[src/rtl/mdu_seq.sv]
`default_nettype none
// +----------------------------------------------------------------------------+
// | Module   : mdu_seq                                                         |
// | Purpose  : Iterative 32-bit multiply/divide unit (mult/multu/div/divu)     |
// |            with its sequencer and the architectural HI/LO registers.       |
// | Options  : MDU_DIV_EN - include the restoring divider; when undefined,     |
// |            div/divu complete at once with unsupported=1.                   |
// | Revision : 1.0 - initial release                                           |
// +----------------------------------------------------------------------------+
module mdu_seq (
    input  logic        ph1,
    input  logic        reset,
    input  logic        start,
    input  logic [1:0]  op,
    input  logic [31:0] a,
    input  logic [31:0] b,
    input  logic        wr_hi,
    input  logic        wr_lo,
    input  logic [31:0] wdata,
    output logic        busy,
    output logic        done,
    output logic [31:0] hi,
    output logic [31:0] lo,
    output logic        divzero,
    output logic        unsupported
);

    typedef enum logic [2:0] {
        S_IDLE = 3'd0,
        S_PREP = 3'd1,
        S_RUN  = 3'd2,
        S_FIX  = 3'd3,
        S_DONE = 3'd4
    } state_t;

    localparam logic [5:0] c_LAST_ITER = 6'd31;

    state_t      r_state;
    state_t      w_next;
    logic        r_sgn;
    logic [31:0] r_a;
    logic [31:0] r_b;
    logic [31:0] r_m;
    logic [63:0] r_p;
    logic [5:0]  r_cnt;
    logic        r_sa;
    logic        r_sb;
    logic [31:0] r_hi;
    logic [31:0] r_lo;
    logic        r_done;

    logic        w_idle;
    logic        w_accept;
    logic [31:0] w_abs_a;
    logic [31:0] w_abs_b;
    logic [32:0] w_mul_sum;
    logic [63:0] w_mul_step;
    logic [63:0] w_mul_res;
    logic [63:0] w_run_step;
    logic [31:0] w_prep_m;
    logic [31:0] w_prep_p;
    logic [31:0] w_fix_hi;
    logic [31:0] w_fix_lo;

`ifdef MDU_DIV_EN
    logic        r_div;
    logic        r_divzero;
    logic        w_bzero;
    logic [32:0] w_rs;
    logic [32:0] w_diff;
    logic [63:0] w_div_step;
    logic [31:0] w_quo;
    logic [31:0] w_rem;
`else
    logic        r_unsup;
`endif

    function automatic logic [31:0] f_abs(input logic [31:0] x, input logic sgn);
        return (sgn && x[31]) ? (32'd0 - x) : x;
    endfunction

    assign w_idle   = (r_state == S_IDLE) || (r_state == S_DONE);
    assign w_accept = start && w_idle;
    assign w_abs_a  = f_abs(r_a, r_sgn);
    assign w_abs_b  = f_abs(r_b, r_sgn);

    // Shift-add: the 33-bit sum carries into the top of the shifted product.
    assign w_mul_sum  = {1'b0, r_p[63:32]} + (r_p[0] ? {1'b0, r_m} : 33'd0);
    assign w_mul_step = {w_mul_sum, r_p[31:1]};
    assign w_mul_res  = (r_sa ^ r_sb) ? (64'd0 - r_p) : r_p;

`ifdef MDU_DIV_EN
    // Restoring divide: {R,Q} in r_p, divisor magnitude in r_m.
    // The partial remainder stays below the divisor, so a 33-bit trial suffices.
    assign w_bzero    = (r_b == 32'd0);
    assign w_rs       = {r_p[63:32], r_p[31]};
    assign w_diff     = w_rs - {1'b0, r_m};
    assign w_div_step = w_diff[32] ? {w_rs[31:0], r_p[30:0], 1'b0}
                                   : {w_diff[31:0], r_p[30:0], 1'b1};
    assign w_quo      = (r_sa ^ r_sb) ? (32'd0 - r_p[31:0]) : r_p[31:0];
    assign w_rem      = r_sa ? (32'd0 - r_p[63:32]) : r_p[63:32];

    assign w_run_step = r_div ? w_div_step : w_mul_step;
    assign w_prep_m   = r_div ? w_abs_b : w_abs_a;
    assign w_prep_p   = r_div ? w_abs_a : w_abs_b;
    assign w_fix_hi   = r_div ? w_rem : w_mul_res[63:32];
    assign w_fix_lo   = r_div ? w_quo : w_mul_res[31:0];
`else
    assign w_run_step = w_mul_step;
    assign w_prep_m   = w_abs_a;
    assign w_prep_p   = w_abs_b;
    assign w_fix_hi   = w_mul_res[63:32];
    assign w_fix_lo   = w_mul_res[31:0];
`endif

    always_comb begin
        w_next = r_state;
        case (r_state)
            S_IDLE, S_DONE: begin
                w_next = S_IDLE;
                if (w_accept) begin
`ifdef MDU_DIV_EN
                    w_next = S_PREP;
`else
                    w_next = op[1] ? S_DONE : S_PREP;
`endif
                end
            end
            S_PREP: begin
`ifdef MDU_DIV_EN
                w_next = (r_div && w_bzero) ? S_DONE : S_RUN;
`else
                w_next = S_RUN;
`endif
            end
            S_RUN: begin
                if (r_cnt == c_LAST_ITER) begin
                    w_next = S_FIX;
                end
            end
            S_FIX:   w_next = S_DONE;
            default: w_next = S_IDLE;
        endcase
    end

    always_ff @(posedge ph1) begin
        if (reset) begin
            r_state   <= S_IDLE;
            r_hi      <= 32'd0;
            r_lo      <= 32'd0;
            r_done    <= 1'b0;
`ifdef MDU_DIV_EN
            r_divzero <= 1'b0;
`else
            r_unsup   <= 1'b0;
`endif
        end else begin
            r_state <= w_next;
            r_done  <= (w_next == S_DONE);
`ifdef MDU_DIV_EN
            r_divzero <= (r_state == S_PREP) && r_div && w_bzero;
`else
            r_unsup   <= w_accept && op[1];
`endif
            // An accepted start takes priority over mthi/mtlo in the same cycle.
            if (w_accept) begin
                r_sgn <= ~op[0];
                r_a   <= a;
                r_b   <= b;
`ifdef MDU_DIV_EN
                r_div <= op[1];
`endif
            end else if (w_idle) begin
                if (wr_hi) r_hi <= wdata;
                if (wr_lo) r_lo <= wdata;
            end

            case (r_state)
                S_PREP: begin
                    r_sa  <= r_sgn & r_a[31];
                    r_sb  <= r_sgn & r_b[31];
                    r_cnt <= 6'd0;
                    r_m   <= w_prep_m;
                    r_p   <= {32'd0, w_prep_p};
`ifdef MDU_DIV_EN
                    if (r_div && w_bzero) begin
                        r_hi <= r_a;
                        r_lo <= 32'hFFFF_FFFF;
                    end
`endif
                end
                S_RUN: begin
                    r_p   <= w_run_step;
                    r_cnt <= r_cnt + 6'd1;
                end
                S_FIX: begin
                    r_hi <= w_fix_hi;
                    r_lo <= w_fix_lo;
                end
                default: ;
            endcase
        end
    end

    assign busy = (r_state == S_PREP) || (r_state == S_RUN) || (r_state == S_FIX);
    assign done = r_done;
    assign hi   = r_hi;
    assign lo   = r_lo;
`ifdef MDU_DIV_EN
    assign divzero     = r_divzero;
    assign unsupported = 1'b0;
`else
    assign divzero     = 1'b0;
    assign unsupported = r_unsup;
`endif

endmodule
`default_nettype wire

[config.mk]
export PLATFORM = sky130hd
export DESIGN_NAME = mdu_seq
export DESIGN_NICKNAME = d
export VERILOG_FILES = /design/src/rtl/mdu_seq.sv
export SDC_FILE = /design/constraint.sdc
export NUM_CORES = 1
export LEC_CHECK = 0
export CORE_ASPECT_RATIO = 0.5
export CORE_MARGIN = 10
export CORE_UTILIZATION = 50
export CTS_CLUSTER_DIAMETER = 120
export DETAILED_ROUTE_END_ITERATION = 8
export GPL_ROUTABILITY_DRIVEN = 1
export PLACE_DENSITY_LB_ADDON = 0.08
export SETUP_SLACK_MARGIN = 0.1
export SYNTH_ARGS = -nofsm -noshare
export SYNTH_HDL_FRONTEND = slang
export SYNTH_SLANG_ARGS = --single-unit
[constraint.sdc]
create_clock -name ph1 -period 8.8 [get_ports ph1]
set_clock_uncertainty 0.15 [all_clocks]
set_input_delay 1.32 -clock ph1 [delete_from_list [all_inputs] [get_ports ph1]]
set_output_delay 1.32 -clock ph1 [all_outputs]
set_load 0.01 [all_outputs]
; ---- Yosys cells after proc, flatten, opt, wreduce, memory -nomap -nowiden
; Index checks and enable logic that the tools add are counted.
[word_totals]
reg_bits = 238
input_bits = 103
out_inout_bits = 68
elab_cells = 66
[op_classes]
n_addsub = 5
eq_ne = 7
n_mux = 18
bitwise_logic = 5
n_reduce_logical = 18
[op_table]
columns = cell, count
row1 = $mux W32, 11
row2 = $pmux W64 S2, 1
row3 = $mux W64, 1
row4 = $sub A1 B32 Y32 const A, 2
row5 = $sub A1 B64 Y64 const A, 1
row6 = $add A32 B32 Y33, 1
row7 = $pmux W3 S4, 1
row8 = $pmux W6 S2, 1
row9 = $mux W3, 3
row10 = $reduce_bool A2 Y1, 4
row11 = $add A6 B1 Y6 const B, 1
row12 = $eq A3 B2 Y1 const B, 2
row13 = $eq A3 B3 Y1 const B, 2
row14 = $eq A6 B5 Y1 const B, 1
row15 = $reduce_and A2 Y1, 3
row16 = $reduce_and A3 Y1, 2
row17 = $logic_and A1 B1 Y1, 4
row18 = $eq A3 B1 Y1 const B, 1
row19 = $logic_not A3 Y1, 1
row20 = $logic_or A1 B1 Y1, 3
row21 = $and A1 B1 Y1, 2
row22 = $ne A2 B1 Y1 const B, 1
row23 = $not A1 Y1, 2
row24 = $reduce_or A2 Y1, 1
row25 = $xor A1 B1 Y1, 1

; ---- Logic depth before layout (Yosys ltp)
[depth]
depth_word = 6
ltp_mapped = 12
ltp_nobuf = 10

; ---- Least setup slack after synthesis
; No wires, ideal clock.
[synth_timing]
path_kind = input port to flip-flop
start = in reset
end = reg r_cnt[0], enable pin
setup_time_ps = 584
t_arrival_ps = 6559
required_time_ps = 8066
setup_slack_ps = 1507
path_stages = 3
path_buffers = 2
path_cell_list = buf_1 buf_1 nor3_1
[synth_via]
elab_chain_len = 2
[synth_lines]
columns = item, line_no
row1 = from (decl), 12  ; input logic reset,
row2 = $not A1 Y1 (no line), --
row3 = $reduce_and A2 Y1 (no line), --
row4 = to (signal assigned), 194  ; r_cnt <= r_cnt + 6'd1;
row5 = to (decl), 45  ; logic [5:0] r_cnt;
; No other way between the ends.
; A chain may end at the register's enable or synchronous reset.

; ---- Worst setup path after layout
[layout_timing]
start = reg r_p[0]
end = reg r_p[63], data pin
[layout_via]
elab_chain_len = 3
[layout_lines]
columns = item, line_no
row1 = from (decl), 44  ; logic [63:0] r_p;
row2 = from (signal assigned), 184  ; r_p <= {32'd0, w_prep_p};
row3 = from (signal assigned), 193  ; r_p <= w_run_step;
row4 = $mux W32, 88  ; assign w_mul_sum = {1'b0, r_p[63:32]} + (r_p[0] ? {1'b0, r_m} : 33'd0);
row5 = $add A32 B32 Y33, 88
row6 = $pmux W64 S2, 178  ; case (r_state)
; No other way between the ends.

==> impl_metrics.env <==
export IMPL_syn_num_nets=1468
export IMPL_io_buffers=169
export IMPL_finalHoldWorstSlack_ns=0.345
export IMPL_timing_rr_start="r_p[0]"
export IMPL_antenna_found_initial=0
export IMPL_route_detailed_drc=0
export IMPL_reg2reg_slack_ns=4.41
export IMPL_synthArstFlopShare=0
export IMPL_rows=42
export IMPL_yosys_warnings=0
export IMPL_critPathCaptureType="flop"
export IMPL_maxCapViolCount=0
export IMPL_min_from="hi[10]"
export IMPL_synth_seq_area_share=0.484
export IMPL_grt_total_usage=0.224
export IMPL_clk_latency_ns=0.53
export IMPL_dominantRegCellSynth="edfxtp_1"
export IMPL_yosys_area_top_type="edfxtp_1"
export IMPL_first_global_vias=10800
export IMPL_tns_ns=0
export IMPL_cts_made_buffers=23
export IMPL_syn_area_sq_um=13300
export IMPL_synthToLayoutAreaGrowth_pct=20.0
export IMPL_grt_pass1_wl_mm=60.9
export IMPL_finalHoldViolCount=0
export IMPL_nets=1604
export IMPL_cts_resized=0
export IMPL_die_x_microns=251
export IMPL_post_cts_setup_buffers=0
export IMPL_synth_seq_cells=238
export IMPL_tightest_slew_ns=1.14
export IMPL_crit_fanout=37
export IMPL_p_leak_nw=5.62
export IMPL_rsz0062_at_grt="false"
export IMPL_path_class="reg2reg"
export IMPL_grt_max_degree=73
export IMPL_vias=10800
export IMPL_cts_hold_buf=0
export IMPL_avgRoutedWirePerCell_microns=21.3
export IMPL_ys_types=71
export IMPL_synth_edf_count=169
export IMPL_cts_tree="done"
export IMPL_start_kind="flop"
export IMPL_placedCellCount=1791
export IMPL_min_to="hi[10]"
export IMPL_reg2reg_depth=10
export IMPL_fin_cells=1832
export IMPL_drt_total_wl_mm=38.9
export IMPL_cts_sinks=238
export IMPL_peakVddDrop_v=0.000117
export IMPL_gp_congestion=0.928
export IMPL_die_y_microns=135
export IMPL_clk_pin_slew_ns=0.07
export IMPL_core_sq_um=26300
export IMPL_initial_core_util=0.506
export IMPL_status="finished, final reports clean"
export IMPL_synthTopCellsByArea="edfxtp_1, dfxtp_1, xor2_1, xnor2_1, nor2_1"
export IMPL_syn_inst=1328
export IMPL_drt_iter0_markers=880
export IMPL_r2r_end="r_p[63]"
export IMPL_final_setup_viol_count=0
export IMPL_min_path_cells=2
export IMPL_yosys_area_top_type_share=0.381
export IMPL_fmax_mhz=228
export IMPL_gr_total_overflow=0
export IMPL_vias_per_cell=5.90
export IMPL_cts_buffer_depth=3
export IMPL_critPathRequiredTime_ns=8.92
export IMPL_critPathArrivalTime_ns=4.50
export IMPL_finalCritPeriodShare=0.499
export IMPL_postLayoutCoreUtil=0.607
export IMPL_min_period_ns=4.39
export IMPL_drv_slew=0
export IMPL_power_density_nw_per_um2=163
export IMPL_die_area_sq_um=34000
export IMPL_ant_nets=0
export IMPL_avgSynthCellArea_sq_um=10.0
export IMPL_dr_pass1_iters=7
export IMPL_drive_gt1_frac=0.0446
export IMPL_antenna_cells=0
export IMPL_clock_root_buffer="clkbuf_16"
export IMPL_worstHoldPathType="reg2reg"
export IMPL_htreeDepth=1
export IMPL_maxSlewHeadroom=0.238
export IMPL_io_pins=171
export IMPL_dp_hpwl_mm=28.9
[synthesized netlist by cell type, types with 2 or more instances]
| cell type | instances |
|---|---|
| a41oi_1 | 6 |
| mux2i_1 | 52 |
| a21oi_1 | 83 |
| nand2b_1 | 6 |
| nand4_1 | 12 |
| o21bai_1 | 5 |
| dfxtp_1 | 69 |
| nor3_1 | 34 |
| nor2b_1 | 6 |
| edfxtp_1 | 169 |
| and3_1 | 10 |
| nor4b_1 | 2 |
| nor2_1 | 147 |
| o22ai_1 | 22 |
| a311oi_1 | 6 |
| xnor2_1 | 66 |
| or3_1 | 6 |
| nand3_1 | 17 |
| o41ai_1 | 9 |
| buf_2 | 2 |
| o21ai_1 | 3 |
| nor3b_1 | 7 |
| a31oi_1 | 20 |
| o21a_1 | 8 |
| o31a_1 | 5 |
| xor2_1 | 77 |
| o211ai_1 | 5 |
| ha_1 | 36 |
| nand2_1 | 102 |
| buf_6 | 3 |
| o21ai_0 | 61 |
| a211o_1 | 4 |
| buf_1 | 11 |
| clkbuf_1 | 51 |
| and2_1 | 43 |
| inv_1 | 24 |
| and3b_1 | 3 |
| a21o_1 | 20 |
| nand3b_1 | 2 |
| o31ai_1 | 14 |
| nor4_1 | 13 |
| a21boi_0 | 2 |
| or4_1 | 13 |
| or2_2 | 4 |
| a211oi_1 | 42 |
[layout make-up]
class	instances	area (sq um)
Timing Repair Buffer	181	1780
Sequential cell	238	6460
Inverter	24	90.1
Fill cell	2257	10300
Clock inverter	5	53.8
Clock buffer	36	668
Tap cell	352	440
Multi-Input combinational cell	996	6510
[placed cells by master, fill, tap and decap left out, types with 22 or more instances in the layout]
master             n
a211oi_1          42
a21oi_1           83
and2_1            42
clkbuf_16         23
clkdlybuf4s50_1  168
dfxtp_1           69
edfxtp_1         169
ha_1              36
inv_1             24
mux2i_1           52
nand2_1          102
nor2_1           146
nor3_1            33
o21ai_0           61
o22ai_1           22
xnor2_1           65
xor2_1            77
[worst max-delay path by stage]
stage | startpoint | to | slack (ns) | cells past startpoint
final | r_p[0] | r_p[63] | 4.41 | 10
after global routing | r_p[0] | r_p[63] | 4.11 | 10
after CTS | r_p[0] | r_p[63] | 4.41 | 10
after detailed placement | r_p[0] | r_p[63] | 4.46 | 10
after global placement | r_p[0] | r_p[59] | 4.56 | 10
after floorplan | reset | r_cnt[0] | 1.51 | 3
[per-layer routing]
layer / GRT usage / share of wire / vias up
met1: 0.294 / 0.44 / 5185
li1: - / - / 5168
met3: 0.0474 / 0.071 / 72
met4: 0.0732 / 0.035 / 0
met5: 0 / 0 / -
met2: 0.364 / 0.45 / 381
[report_power, final]
part	internal (mW)	total (mW)	switching, mW
Clock	0.550	0.978	0.428
Combinational	0.159	0.332	0.173
Sequential	1.26	1.30	0.0459
[stage by stage]
step | power [mW] | area (sq um) | worst slack [ns]
final | 2.61 | 16000 | 4.41
after global placement | 1.65 | 15300 | 4.56
after CTS | 2.63 | 16000 | 4.41
after detailed placement | 1.66 | 15300 | 4.46
after global routing | 2.71 | 16000 | 4.11
after floorplan | 1.51 | 13300 | 1.51
[sequential cells by signal (all words and copies together) (netlist names), 3 cells and up]
signal,cells
r_p,64
hi,32
lo,32
r_a,32
r_b,32
r_m,32
r_cnt,6
r_state,3
[cells by family (layout without fill, tap and decap cells)]
kind of cell             after synthesis  after routing  synth area share
AND/OR/NAND/NOR                      437            437             0.161
AO/OA/AOI/OAI                        326            326             0.157
flip-flops                           238            238             0.484
XOR/XNOR                             143            143            0.0940
buffers and inverters                 94            246            0.0296
multiplexers                          52             52            0.0391
adder cells (fa/ha/maj)               37             37            0.0353
other                                  1              1          0.000281
[critical path, stage by stage, from the launching register on]
cell and delay (ns):
edfxtp_1 0.85, and2_1 0.35, ha_1 0.22, fa_1 0.45, a211oi_1 0.25, o21ai_0 0.26
o21a_1 0.26, o311a_1 0.39, a311o_1 0.43, a21boi_0 0.36, o41ai_1 0.14
(Power assumes the default switching activity.)
